## config.mk

```make
export PLATFORM = sky130hd
export DESIGN_NAME = ps2_command_receiver_flat
export DESIGN_NICKNAME = d
export VERILOG_FILES = /design/src/rtl/ps2_command_receiver_if.sv /design/src/rtl/ps2_command_receiver.sv /design/src/flat_wrapper.sv
export SDC_FILE = /design/constraint.sdc
export NUM_CORES = 1
export LEC_CHECK = 0
export ABC_CLOCK_PERIOD_IN_PS = 5300
export BUFFER_PORTS_ARGS = -buffer_cell sky130_fd_sc_hd__buf_4
export CAP_MARGIN = 0
export CORE_ASPECT_RATIO = 1.2
export CORE_MARGIN = 8
export CORE_UTILIZATION = 42
export DETAILED_ROUTE_END_ITERATION = 8
export PLACE_DENSITY = 0.7
export SYNTH_ARGS = -nofsm -noshare
export SYNTH_HDL_FRONTEND = slang
export SYNTH_SLANG_ARGS = --single-unit
```

## constraint.sdc

```tcl
create_clock -name clk -period 5.3 [get_ports clk]
set_clock_uncertainty 0.1 [all_clocks]
set_input_delay 0.53 -clock clk [delete_from_list [all_inputs] [get_ports clk]]
set_output_delay 0.53 -clock clk [all_outputs]
set_load 0.01 [all_outputs]
```

## src/rtl/ps2_command_receiver_if.sv

```systemverilog
// Keyboard pin inputs and display-path command outputs of ps2_command_receiver.
// The slave modport is the receiver side. The master modport is the keyboard/consumer side.
interface ps2_command_receiver_if;
    logic       ps2_clk;
    logic       ps2_data;
    logic [7:0] character;
    logic       char_check;
    logic       colour_check;
    logic       move_check;
    logic [1:0] mode;
    logic       frame_error;

    modport master (
        output ps2_clk, ps2_data,
        input  character, char_check, colour_check, move_check, mode, frame_error
    );

    modport slave (
        input  ps2_clk, ps2_data,
        output character, char_check, colour_check, move_check, mode, frame_error
    );
endinterface

```

## src/rtl/ps2_command_receiver.sv

```systemverilog
// PS/2 keyboard frame receiver. It decodes make codes into mode changes and
// into character/colour/move strobes for the display controller.
module ps2_command_receiver #(
    parameter int CLK_HZ         = 50_000_000,
    parameter int TIMEOUT_CYCLES = CLK_HZ / 1000
) (
    input logic                   clk,
    input logic                   reset,
    ps2_command_receiver_if.slave bus
);
    localparam int TW = $clog2(TIMEOUT_CYCLES + 1);
    localparam logic [TW-1:0] TMO_RELOAD = TW'(TIMEOUT_CYCLES);

    localparam logic [7:0] CODE_EXT = 8'hE0;
    localparam logic [7:0] CODE_BRK = 8'hF0;
    localparam logic [7:0] KEY_F1   = 8'h05;
    localparam logic [7:0] KEY_F2   = 8'h06;
    localparam logic [7:0] KEY_F3   = 8'h04;

    typedef enum logic [1:0] {IDLE, SHIFT, CHECK} state_e;
    typedef enum logic [1:0] {MODE_CHAR, MODE_COLOUR, MODE_MOVE} mode_e;

    logic          clk_meta_q, clk_sync_q, clk_prev_q;
    logic          data_meta_q, data_sync_q;
    state_e        state_q, state_d;
    logic [3:0]    bit_cnt_q, bit_cnt_d;
    logic [9:0]    shift_q, shift_d;
    logic [TW-1:0] tmo_q, tmo_d;
    logic          ext_q, ext_d, brk_q, brk_d;
    mode_e         mode_q, mode_d;
    logic [7:0]    char_q, char_d;
    logic          char_chk_q, char_chk_d;
    logic          colour_chk_q, colour_chk_d;
    logic          move_chk_q, move_chk_d;
    logic          frame_err_q, frame_err_d;

    logic       ps2_fall;
    logic       frame_ok;
    logic [7:0] code;

    assign ps2_fall = clk_prev_q & ~clk_sync_q;
    // shift_q holds: [7:0] data, [8] odd parity, [9] stop.
    assign frame_ok = (^shift_q[8:0]) & shift_q[9];
    assign code     = shift_q[7:0];

    // NOTE: state registers use non-blocking assignments so every flop samples pre-edge values.
    always_ff @(posedge clk or negedge reset) begin
        if (!reset) begin
            clk_meta_q   <= 1'b1;
            clk_sync_q   <= 1'b1;
            clk_prev_q   <= 1'b1;
            data_meta_q  <= 1'b1;
            data_sync_q  <= 1'b1;
            state_q      <= IDLE;
            bit_cnt_q    <= '0;
            shift_q      <= '0;
            tmo_q        <= TMO_RELOAD;
            ext_q        <= 1'b0;
            brk_q        <= 1'b0;
            mode_q       <= MODE_CHAR;
            char_q       <= '0;
            char_chk_q   <= 1'b0;
            colour_chk_q <= 1'b0;
            move_chk_q   <= 1'b0;
            frame_err_q  <= 1'b0;
        end else begin
            clk_meta_q   <= bus.ps2_clk;
            clk_sync_q   <= clk_meta_q;
            clk_prev_q   <= clk_sync_q;
            data_meta_q  <= bus.ps2_data;
            data_sync_q  <= data_meta_q;
            state_q      <= state_d;
            bit_cnt_q    <= bit_cnt_d;
            shift_q      <= shift_d;
            tmo_q        <= tmo_d;
            ext_q        <= ext_d;
            brk_q        <= brk_d;
            mode_q       <= mode_d;
            char_q       <= char_d;
            char_chk_q   <= char_chk_d;
            colour_chk_q <= colour_chk_d;
            move_chk_q   <= move_chk_d;
            frame_err_q  <= frame_err_d;
        end
    end

    // NOTE: every signal gets a default first, so no path can leave one unassigned and infer a latch.
    always_comb begin
        state_d      = state_q;
        bit_cnt_d    = bit_cnt_q;
        shift_d      = shift_q;
        tmo_d        = tmo_q;
        ext_d        = ext_q;
        brk_d        = brk_q;
        mode_d       = mode_q;
        char_d       = char_q;
        char_chk_d   = 1'b0;
        colour_chk_d = 1'b0;
        move_chk_d   = 1'b0;
        frame_err_d  = 1'b0;

        if (ps2_fall) tmo_d = TMO_RELOAD;

        unique case (state_q)
            IDLE: begin
                // A falling edge with data high is not a start bit, so it is ignored silently.
                if (ps2_fall && !data_sync_q) begin
                    bit_cnt_d = '0;
                    state_d   = SHIFT;
                end
            end
            SHIFT: begin
                if (ps2_fall) begin
                    shift_d   = {data_sync_q, shift_q[9:1]};
                    bit_cnt_d = bit_cnt_q + 4'd1;
                    if (bit_cnt_q == 4'd9) state_d = CHECK;
                end else if (tmo_q == '0) begin
                    frame_err_d = 1'b1;
                    ext_d       = 1'b0;
                    brk_d       = 1'b0;
                    state_d     = IDLE;
                end else begin
                    tmo_d = tmo_q - 1'b1;
                end
            end
            CHECK: begin
                state_d = IDLE;
                if (!frame_ok) begin
                    frame_err_d = 1'b1;
                    ext_d       = 1'b0;
                    brk_d       = 1'b0;
                end else if (code == CODE_EXT) begin
                    ext_d = 1'b1;
                end else if (code == CODE_BRK) begin
                    brk_d = 1'b1;
                end else if (ext_q || brk_q) begin
                    ext_d = 1'b0;
                    brk_d = 1'b0;
                end else if (code == KEY_F1) begin
                    mode_d = MODE_CHAR;
                end else if (code == KEY_F2) begin
                    mode_d = MODE_COLOUR;
                end else if (code == KEY_F3) begin
                    mode_d = MODE_MOVE;
                end else begin
                    char_d = code;
                    case (mode_q)
                        MODE_CHAR:   char_chk_d   = 1'b1;
                        MODE_COLOUR: colour_chk_d = 1'b1;
                        MODE_MOVE:   move_chk_d   = 1'b1;
                        default:     ;
                    endcase
                end
            end
            default: state_d = IDLE;
        endcase
    end

    assign bus.character    = char_q;
    assign bus.char_check   = char_chk_q;
    assign bus.colour_check = colour_chk_q;
    assign bus.move_check   = move_chk_q;
    assign bus.mode         = mode_q;
    assign bus.frame_error  = frame_err_q;
endmodule

```

## src/flat_wrapper.sv

```systemverilog
// flat-port wrapper written by rule: the top's interface ports become plain ports
module ps2_command_receiver_flat 
#(
    parameter int CLK_HZ         = 50_000_000,
    parameter int TIMEOUT_CYCLES = CLK_HZ / 1000
)
  (clk, reset, bus_ps2_clk, bus_ps2_data, bus_character, bus_char_check, bus_colour_check, bus_move_check, bus_mode, bus_frame_error);
  ps2_command_receiver_if bus_i ();
  input logic clk;
  input logic reset;
  input wire logic [$bits(bus_i.ps2_clk)-1:0] bus_ps2_clk;
  input wire logic [$bits(bus_i.ps2_data)-1:0] bus_ps2_data;
  output wire logic [$bits(bus_i.character)-1:0] bus_character;
  output wire logic [$bits(bus_i.char_check)-1:0] bus_char_check;
  output wire logic [$bits(bus_i.colour_check)-1:0] bus_colour_check;
  output wire logic [$bits(bus_i.move_check)-1:0] bus_move_check;
  output wire logic [$bits(bus_i.mode)-1:0] bus_mode;
  output wire logic [$bits(bus_i.frame_error)-1:0] bus_frame_error;
  assign bus_i.ps2_clk = bus_ps2_clk;
  assign bus_i.ps2_data = bus_ps2_data;
  assign bus_character = bus_i.character;
  assign bus_char_check = bus_i.char_check;
  assign bus_colour_check = bus_i.colour_check;
  assign bus_move_check = bus_i.move_check;
  assign bus_mode = bus_i.mode;
  assign bus_frame_error = bus_i.frame_error;
  ps2_command_receiver #(.CLK_HZ(CLK_HZ), .TIMEOUT_CYCLES(TIMEOUT_CYCLES)) u_core (.clk(clk), .reset(reset), .bus(bus_i));
endmodule
```

# ---- Word-level counts from Yosys, hierarchy flattened
# Index checks and enable logic that the tools add are counted.
dict set report word_totals {
  ff_bits 53
  in_bits 4
  output_inout_bits 14
}
dict set report op_classes {
  add_sub_neg 2
  n_eq_ne 20
  mux 57
  n_bitwise 9
  n_reduce_logical 17
}
# operator count
set op_table {}
lappend op_table {{two-way mux 16 bit} 4}
lappend op_table {{two-way mux 1 bit} 39}
lappend op_table {{equality test 8 x 3 -> 1 bit (second input constant)} 3}
lappend op_table {{equality test 8 bit (second input constant)} 2}
lappend op_table {{logical NOT 16 bit} 1}
lappend op_table {{subtractor 16 x 1 -> 16 bit (second input constant)} 1}
lappend op_table {{two-way mux 2 bit} 7}
lappend op_table {{!= test 4 bit (second input constant)} 3}
lappend op_table {{AND reduction 5 bit} 2}
lappend op_table {{XOR reduction 9 bit} 1}
lappend op_table {{two-way mux 4 bit} 2}
lappend op_table {{one-hot mux 4 bit (2 select lines)} 1}
lappend op_table {{AND reduction 8 bit} 1}
lappend op_table {{NOT 1 bit} 7}
lappend op_table {{!= test 2 x 1 -> 1 bit (second input constant)} 3}
lappend op_table {{!= test 3 bit (second input constant)} 2}
lappend op_table {{one-hot mux 1 bit (2 select lines)} 3}
lappend op_table {{AND reduction 3 bit} 2}
lappend op_table {{AND reduction 6 bit} 1}
lappend op_table {{adder 4 x 1 -> 4 bit (second input constant)} 1}
lappend op_table {{equality test 2 x 1 -> 1 bit (second input constant)} 2}
lappend op_table {{equality test 2 bit (second input constant)} 2}
lappend op_table {{equality test 4 bit (second input constant)} 1}
lappend op_table {{logical NOT 2 bit} 2}
lappend op_table {{10 further kinds} 12}

# ---- Longest topological paths before layout
# Gate-level depths: netlist (run 1).
dict set report logic_depth {
  ltp_word 10
  mapped_depth 8
  ltp_nobuf 7
}

# ---- Worst setup path before layout (run 1)
# OpenSTA, ideal clock, no wires.
dict set report synth_path {
  path_type {flip-flop to flip-flop}
  start {register u_core.shift_q[2]}
  end {register u_core.char_q[1], in the netlist u_core.bus.character[1]}
  t_arrival_ns 2.040
  required_ns 5.075
  setup_slack_ns 3.035
  stages_incl_launch_ff 9
  path_buffers 1
  period_less_slack_ns 2.265
  path_cell_list {dfrtp_1 > inv_1 > ha_1 > xnor3_1 > xnor2_2 > nand2_1 > a21oi_1 > buf_4 > mux2_2}
}
dict set report synth_via {
  elab_chain_cells 3
  elab_cells_between_ends 13
  cone_classes {5 x eq/ne; 6 x bitwise; 2 x reduce/logical}
}
# item line_no
set synth_rtl {}
lappend synth_rtl {{start, declared} ps2_command_receiver.sv:27} ;# logic [9:0] shift_q, shift_d;
lappend synth_rtl {{start signal, assigned} ps2_command_receiver.sv:74} ;# shift_q <= shift_d;
lappend synth_rtl {{XOR reduction 9 bit (tied with other cells)} ps2_command_receiver.sv:43} ;# assign frame_ok = (^shift_q[8:0]) & shift_q[9];
lappend synth_rtl {{bitwise AND 1 bit or NOT 1 bit (tied branches)} n/a}
lappend synth_rtl {{AND reduction 8 bit (no source line) (*)} n/a}
lappend synth_rtl {{end signal, assigned} ps2_command_receiver.sv:79} ;# char_q <= char_d;
lappend synth_rtl {{end, declared} ps2_command_receiver.sv:31} ;# logic [7:0] char_q, char_d;
# Mark *: on every way between the ends. The rest lies on a longest branch, timed or not.
# A chain may end at the register's enable or synchronous reset.

# ---- Final worst setup path (run 1)
dict set report layout_path {
  start {register u_core.shift_q[0]}
  end {register u_core.char_q[2], in the netlist u_core.bus.character[2]}
}
# The elaborated chain is that of the path after synthesis.

==> flow_metrics.env, run 1 <==
export IMPL_worstPathRequired_ns=5.40
export IMPL_cts_resized_gates=0
export IMPL_start_util=0.4264
export IMPL_first_iter_violations=101
export IMPL_maxCapViolations=0
export IMPL_clk_pin_slew_ns=0.09
export IMPL_critPathLaunchType="flip-flop"
export IMPL_cts_hold_buf=0
export IMPL_maxSlewViolCount=0
export IMPL_fp_dieH_um=103.8
export IMPL_io_buffers=17
export IMPL_max_stage_delay_ns=0.79
export IMPL_net_switching_power_uw=435.5
export IMPL_hpwl_um=3257
export IMPL_grt_use_total=0.1129
export IMPL_cp_slowest_cell="a21oi_1"
export IMPL_postCtsSetupBuffers=0
export IMPL_syn_inst=254
export IMPL_cts_tree="yes"
export IMPL_synth_top_area_frac=0.3896
export IMPL_drt_pre_antenna_iters=4
export IMPL_overflow=0
export IMPL_ys_seq_area_frac=0.4968
export IMPL_place_area_um2=2902
export IMPL_ys_ff_latch=53
export IMPL_reg2reg_from="u_core.shift_q[0]$_DFFE_PN0P_"
export IMPL_die_x_um=89.16
export IMPL_vias=1838
export IMPL_p_seq_frac=0.471
export IMPL_synthArstFlopShare=1.000
export IMPL_setup_viol=0
export IMPL_combPwrFrac=0.335
export IMPL_rsz0062_at_grt="no"
export IMPL_grt_max_degree=54
export IMPL_nets=291
export IMPL_insertion_delay_ns=0.31
export IMPL_ant_nets=0
export IMPL_synth_top_cell_by_area="dfrtp_1"
export IMPL_num_io_pins=18
export IMPL_p_leak_nw=1.366
export IMPL_cp_end_kind="flip-flop"
export IMPL_path_cells="inv_1 -> ha_1 -> xnor3_1 -> xnor2_2 -> nand2_1 -> a21oi_1 -> mux2_2"
export IMPL_grt_pass1_wl_um=8404
export IMPL_synth_cell_types=46
export IMPL_gp_congestion=0.7607
export IMPL_cts_path_max_buffers=2
export IMPL_irDropWorstVdd_mv=0.2597
export IMPL_powerDensity_nw_per_um2=393.4
export IMPL_fin_crit_sh=0.5508
export IMPL_finalHoldViolCount=0
export IMPL_synth_edf_count=0
export IMPL_fillers=625
export IMPL_arrival_ns=3.02
export IMPL_rows=32
export IMPL_grt_pass1_vias=1867
export IMPL_cts_max_level=2
export IMPL_rr_endpoint="u_core.bus.character[2]$_DFFE_PN0P_"
export IMPL_critPathTopFamily="compound AO/OA/AOI/OAI gates"
export IMPL_post_drt_wl_per_cell_um=13.24
export IMPL_critPathKind="reg2reg"
export IMPL_drc=0
export IMPL_final_area_um2=2988
export IMPL_vias_per_cell=5.163
export IMPL_areaGrowthSynthToFinish_pct=10.76
export IMPL_crit_buf_inv=1
export IMPL_tightest_slew_ns=1.025
export IMPL_yosysWarningCount=0
export IMPL_hold_class="in2async"
export IMPL_postRouteWirelength_um=4715
export IMPL_syn_area_per_cell_um2=10.62
export IMPL_diodes=0
export IMPL_clockRootBuffer="clkbuf_8"
export IMPL_final_layout_size_suffix_gt1_frac=0.1993
export IMPL_ys_flop_type="dfrtp_1"
export IMPL_outcome="finished, final reports clean"
export IMPL_multi_input_area_um2=1256
export IMPL_fmax_mhz=342.5
export IMPL_antenna_found_initial=0
export IMPL_swShare=0.3705
export IMPL_fin_setup_tns_ns=0
export IMPL_p_clk_frac=0.194
export IMPL_syn_area_um2=2698
export IMPL_numClockSinks=53
export IMPL_fp_dieArea_um2=9254
export IMPL_ys_top_cells_by_area="dfrtp_1 (39%), dfstp_2 (11%), ha_1 (7.9%)"
export IMPL_maxSlewHeadroom=0.3168
export IMPL_cts_buffers=5
export IMPL_reg2reg_slack_ns=2.38
export IMPL_core_area_um2=6326
export IMPL_fin_ws_ns=2.381
export IMPL_regArea_um2=1340
export IMPL_reg2regPathDepth=7
export IMPL_worst_path_max_fanout=11
export IMPL_dpl_worst_slack_ns=2.351
export IMPL_total_power_mw=1.175
export IMPL_synth_nets=275
export IMPL_finish_utilization=0.4723
export IMPL_final_min_clock_period_ns=2.919
export IMPL_internal_power_uw=739.9
worst register-to-register path: cells and delay by family (launching register included):
family          cells  cell delay, ns
compound gates      1            0.79
simple gates        1            0.08
buf+inv             1            0.08
flops               1            0.40
mux                 1            0.43
fa+ha+maj           1            0.31
xor+xnor            2            0.63
cells in the final DEF (no fill, tap or decap), drive strengths merged, types with 7 or more instances in the layout:
| cell | n |
|---|---|
| xnor2 | 7 |
| o21ai | 17 |
| nand2 | 27 |
| ha | 17 |
| nand4 | 7 |
| nand3 | 12 |
| nor4 | 7 |
| dfrtp | 42 |
| buf | 18 |
| nor2 | 17 |
| dfstp | 11 |
| mux2 | 11 |
| inv | 18 |
| a21oi | 9 |
metrics by stage:
stage	instances	hold WS [ns]
after global placement	348	0.2461
after global routing	356	0.1952
after CTS	356	0.1692
after floorplan	254	0.1344
after detailed placement	348	0.2468
final	356	0.1456
power by group through the flow:
stage	Combinational [mW]	Sequential, mW	Clock [mW]
4_1_cts	0.397	0.552	0.239
3_5_place_dp	0.394	0.559	0
6_report	0.394	0.553	0.229
5_1_grt	0.452	0.565	0.253
3_3_place_gp	0.381	0.558	0
2_1_floorplan	0.323	0.539	0
worst max-delay path by stage:
stage | from | end | slack (ns) | cells after the start
2_1_floorplan | u_core.shift_q[2]$_DFFE_PN0P_ | u_core.bus.character[1]$_DFFE_PN0P_ | 3.04 | 8
3_3_place_gp | u_core.shift_q[2]$_DFFE_PN0P_ | u_core.bus.character[2]$_DFFE_PN0P_ | 2.43 | 7
3_5_place_dp | u_core.shift_q[0]$_DFFE_PN0P_ | u_core.bus.character[2]$_DFFE_PN0P_ | 2.35 | 7
4_1_cts | u_core.shift_q[0]$_DFFE_PN0P_ | u_core.bus.character[2]$_DFFE_PN0P_ | 2.34 | 7
5_1_grt | u_core.shift_q[1]$_DFFE_PN0P_ | u_core.bus.character[2]$_DFFE_PN0P_ | 2.16 | 7
6_report | u_core.shift_q[0]$_DFFE_PN0P_ | u_core.bus.character[2]$_DFFE_PN0P_ | 2.38 | 7
routing by layer:
metal | global-route usage | wire length [um]
met1 | 0.1392 | 2209
met2 | 0.1799 | 2336
met3 | 0.02925 | 117
met4 | 0.04648 | 51
met5 | 0 | 0
synth_stat cells (2+ instances only):
| cell | number |
|---|---|
| and3b_1 | 2 |
| mux2_1 | 4 |
| nor2b_1 | 2 |
| dfrtp_1 | 42 |
| or2_2 | 2 |
| nand2_1 | 26 |
| a21oi_1 | 9 |
| nor3b_1 | 3 |
| xor2_1 | 6 |
| nand3_1 | 12 |
| nor3_1 | 6 |
| ha_1 | 17 |
| nand4_1 | 7 |
| xnor2_1 | 6 |
| clkbuf_1 | 8 |
| mux2_2 | 7 |
| nor2_1 | 17 |
| a22o_1 | 2 |
| nor4_1 | 5 |
| nor4_4 | 2 |
| inv_1 | 17 |
| dfstp_2 | 11 |
| or3_2 | 2 |
| o21ai_0 | 17 |
cell type report:
type	instances	area share
clock inverter	2	0.004606
multi-input combinational	175	0.4204
inverter	17	0.02136
sequential	53	0.4485
clock buffer	6	0.02429
timing repair buffer	18	0.04523
tap	85	0.03559
state kept, by name (all words and copies together), names as in the netlist, 2 cells and up:
register / count
u_core.bus.mode: 2
u_core.tmo_q: 16
u_core.state_q: 2
u_core.bus.character: 8
u_core.shift_q: 10
u_core.bit_cnt_q: 4
logic make-up (layout without fill, tap and decap cells):
| family | Yosys count | after routing | synth area share |
|---|---|---|---|
| buffers and inverters | 26 | 43 | 0.03757 |
| flip-flops | 53 | 53 | 0.4968 |
| adder cells (fa/ha/maj) | 17 | 17 | 0.07885 |
| AO/OA/AOI/OAI | 36 | 36 | 0.08071 |
| AND/OR/NAND/NOR | 96 | 96 | 0.2032 |
| XOR/XNOR | 14 | 14 | 0.05334 |
| multiplexers | 12 | 12 | 0.04963 |
Power figures use the tool's default switching activity.
==> inputs of run 2 (changes only) <==
- ABC_CLOCK_PERIOD_IN_PS: 5300 -> 2900
- clock period: 5.3 -> 2.9 ns (I/O delays scaled with it)
==> flow_metrics.env, run 2 (synthesized netlist as in run 1, its figures left out) <==
export IMPL_clk_pin_slew_ns=0.09
export IMPL_cp_end_kind="flip-flop"
export IMPL_diodes=0
export IMPL_io_buffers=17
export IMPL_grt_pass1_wl_um=8300
export IMPL_cts_max_level=2
export IMPL_path_cells="inv_1 -> ha_1 -> xnor3_1 -> xnor2_2 -> nand2_1 -> a21oi_1 -> buf_4 -> mux2_2"
export IMPL_setup_viol=0
export IMPL_regArea_um2=1340
export IMPL_num_io_pins=18
export IMPL_cts_path_max_buffers=2
export IMPL_fp_dieH_um=103.8
export IMPL_min_from="u_core.clk_meta_q$_DFF_PN1_"
export IMPL_finalHoldViolCount=0
export IMPL_grt_pass1_vias=1860
export IMPL_insertion_delay_ns=0.31
export IMPL_reg2reg_slack_ns=0.50
export IMPL_worstPathRequired_ns=3.00
export IMPL_first_iter_violations=67
export IMPL_outcome="finished, final reports clean"
export IMPL_finish_utilization=0.4812
export IMPL_arrival_ns=2.50
export IMPL_fmax_mhz=416.7
export IMPL_final_min_clock_period_ns=2.400
export IMPL_max_stage_delay_ns=0.41
export IMPL_cts_tree="yes"
export IMPL_p_leak_nw=1.391
export IMPL_grt_max_degree=54
export IMPL_numClockSinks=53
export IMPL_whs_ns=0.2582
export IMPL_cts_buffers=5
export IMPL_antenna_found_initial=0
export IMPL_maxSlewViolCount=0
export IMPL_placed_cells=351
export IMPL_drt_pre_antenna_iters=4
export IMPL_reg2reg_from="u_core.shift_q[0]$_DFFE_PN0P_"
export IMPL_critPathKind="reg2reg"
export IMPL_maxCapViolations=0
export IMPL_overflow=0
export IMPL_maxSlewHeadroom=0.5729
export IMPL_regMostFlops="u_core.tmo_q"
export IMPL_tightest_slew_ns=0.6407
export IMPL_crit_buf_inv=2
export IMPL_reg2regPathDepth=8
export IMPL_vias=1833
export IMPL_rsz0062_at_grt="no"
export IMPL_clockRootBuffer="clkbuf_8"
export IMPL_irDropWorstVdd_mv=0.4364
export IMPL_vias_per_cell=5.078
export IMPL_fp_dieArea_um2=9254
export IMPL_worst_path_max_fanout=11
export IMPL_multi_input_area_um2=1256
export IMPL_drc=0
export IMPL_largest_register_ffs=16
export IMPL_nets=297
export IMPL_hpwl_um=3330
export IMPL_final_layout_size_suffix_gt1_frac=0.2065
export IMPL_critPathTopFamily="XOR/XNOR gates"
export IMPL_hold_class="reg2reg"
export IMPL_gp_congestion=0.7723
export IMPL_ant_nets=0
export IMPL_whs_path_depth=0
export IMPL_powerDensity_nw_per_um2=707.5
export IMPL_cp_slowest_cell="dfrtp_1"
export IMPL_critPathLaunchType="flip-flop"
export IMPL_die_x_um=89.16
export IMPL_rows=32
export IMPL_start_util=0.4264
export IMPL_fin_crit_sh=0.8275
export IMPL_final_common_cell="dfrtp_1"
export IMPL_areaGrowthSynthToFinish_pct=12.85
export IMPL_core_area_um2=6326
export IMPL_holdPathEnd="u_core.clk_sync_q$_DFF_PN1_"
export IMPL_final_cell_count_no_fill=361
export IMPL_grt_use_total=0.1104
export IMPL_post_drt_wl_per_cell_um=12.86
export IMPL_rr_endpoint="u_core.bus.character[1]$_DFFE_PN0P_"
export IMPL_postRouteWirelength_um=4643
export IMPL_fillers=629
export IMPL_fin_setup_tns_ns=0
export IMPL_mostFrequentLayoutCells="dfrtp_1 (42), nand2_1 (26), buf_4 (21)"
[run 2: routing by layer]
metal / GRT usage / wire (um) / part of all wire / vias to the layer above
met5: 0 / 0 / 0 / -
met4: 0.03933 / 70 / 0.015 / 0
met3: 0.02609 / 108 / 0.023 / 5
met2: 0.1799 / 2356 / 0.51 / 16
met1: 0.1363 / 2108 / 0.45 / 892
li1: - / - / - / 920
[run 2: worst max-delay path by stage]
stage	startpoint	end	slack [ns]	cells after the start
finish	u_core.shift_q[0]$_DFFE_PN0P_	u_core.bus.character[1]$_DFFE_PN0P_	0.50	8
global route	u_core.shift_q[1]$_DFFE_PN0P_	u_core.bus.character[6]$_DFFE_PN0P_	0.33	8
CTS	u_core.shift_q[2]$_DFFE_PN0P_	u_core.bus.character[1]$_DFFE_PN0P_	0.50	8
detailed placement	u_core.shift_q[2]$_DFFE_PN0P_	u_core.bus.character[1]$_DFFE_PN0P_	0.52	8
global placement	u_core.shift_q[2]$_DFFE_PN0P_	u_core.bus.character[3]$_DFFE_PN0P_	0.58	8
floorplan	u_core.shift_q[2]$_DFFE_PN0P_	u_core.bus.character[1]$_DFFE_PN0P_	0.64	8
[run 2: repair_timing]
action,4_1_cts,5_1_grt
endpoints found under the hold margin,44,0
setup buffers,0,0
gates resized for setup,0,0
hold buffers,3,0
[run 2: stage by stage]
step	total power [mW]	setup WS, ns	instance area, um^2
6_report	2.154	0.5001	3044
5_1_grt	2.322	0.3303	3044
4_1_cts	2.185	0.5037	3044
3_5_place_dp	1.750	0.5189	2924
3_3_place_gp	1.730	0.5804	2924
2_1_floorplan	1.575	0.6353	2698
[run 2: layout make-up]
class | instances | share of cell area
Clock buffer | 6 | 0.02713
Clock inverter | 1 | 0.002466
Inverter | 17 | 0.02096
Multi-Input combinational cell | 175 | 0.4127
Sequential cell | 53 | 0.4402
Tap cell | 85 | 0.03494
Timing Repair Buffer | 24 | 0.06165
[run 2: worst register-to-register path, cell delays in order (launching register included)]
cell     delay, ns
dfrtp_1       0.41
inv_1         0.08
ha_1          0.31
xnor3_1       0.38
xnor2_2       0.25
nand2_1       0.08
a21oi_1       0.12
buf_4         0.20
mux2_2        0.36
[run 2: report_power, final]
group          total [mW]  internal [mW]  switching (mW)
clock network       0.422          0.189           0.233
logic               0.719          0.318           0.401
registers            1.01          0.873           0.140
total                2.15           1.38           0.774
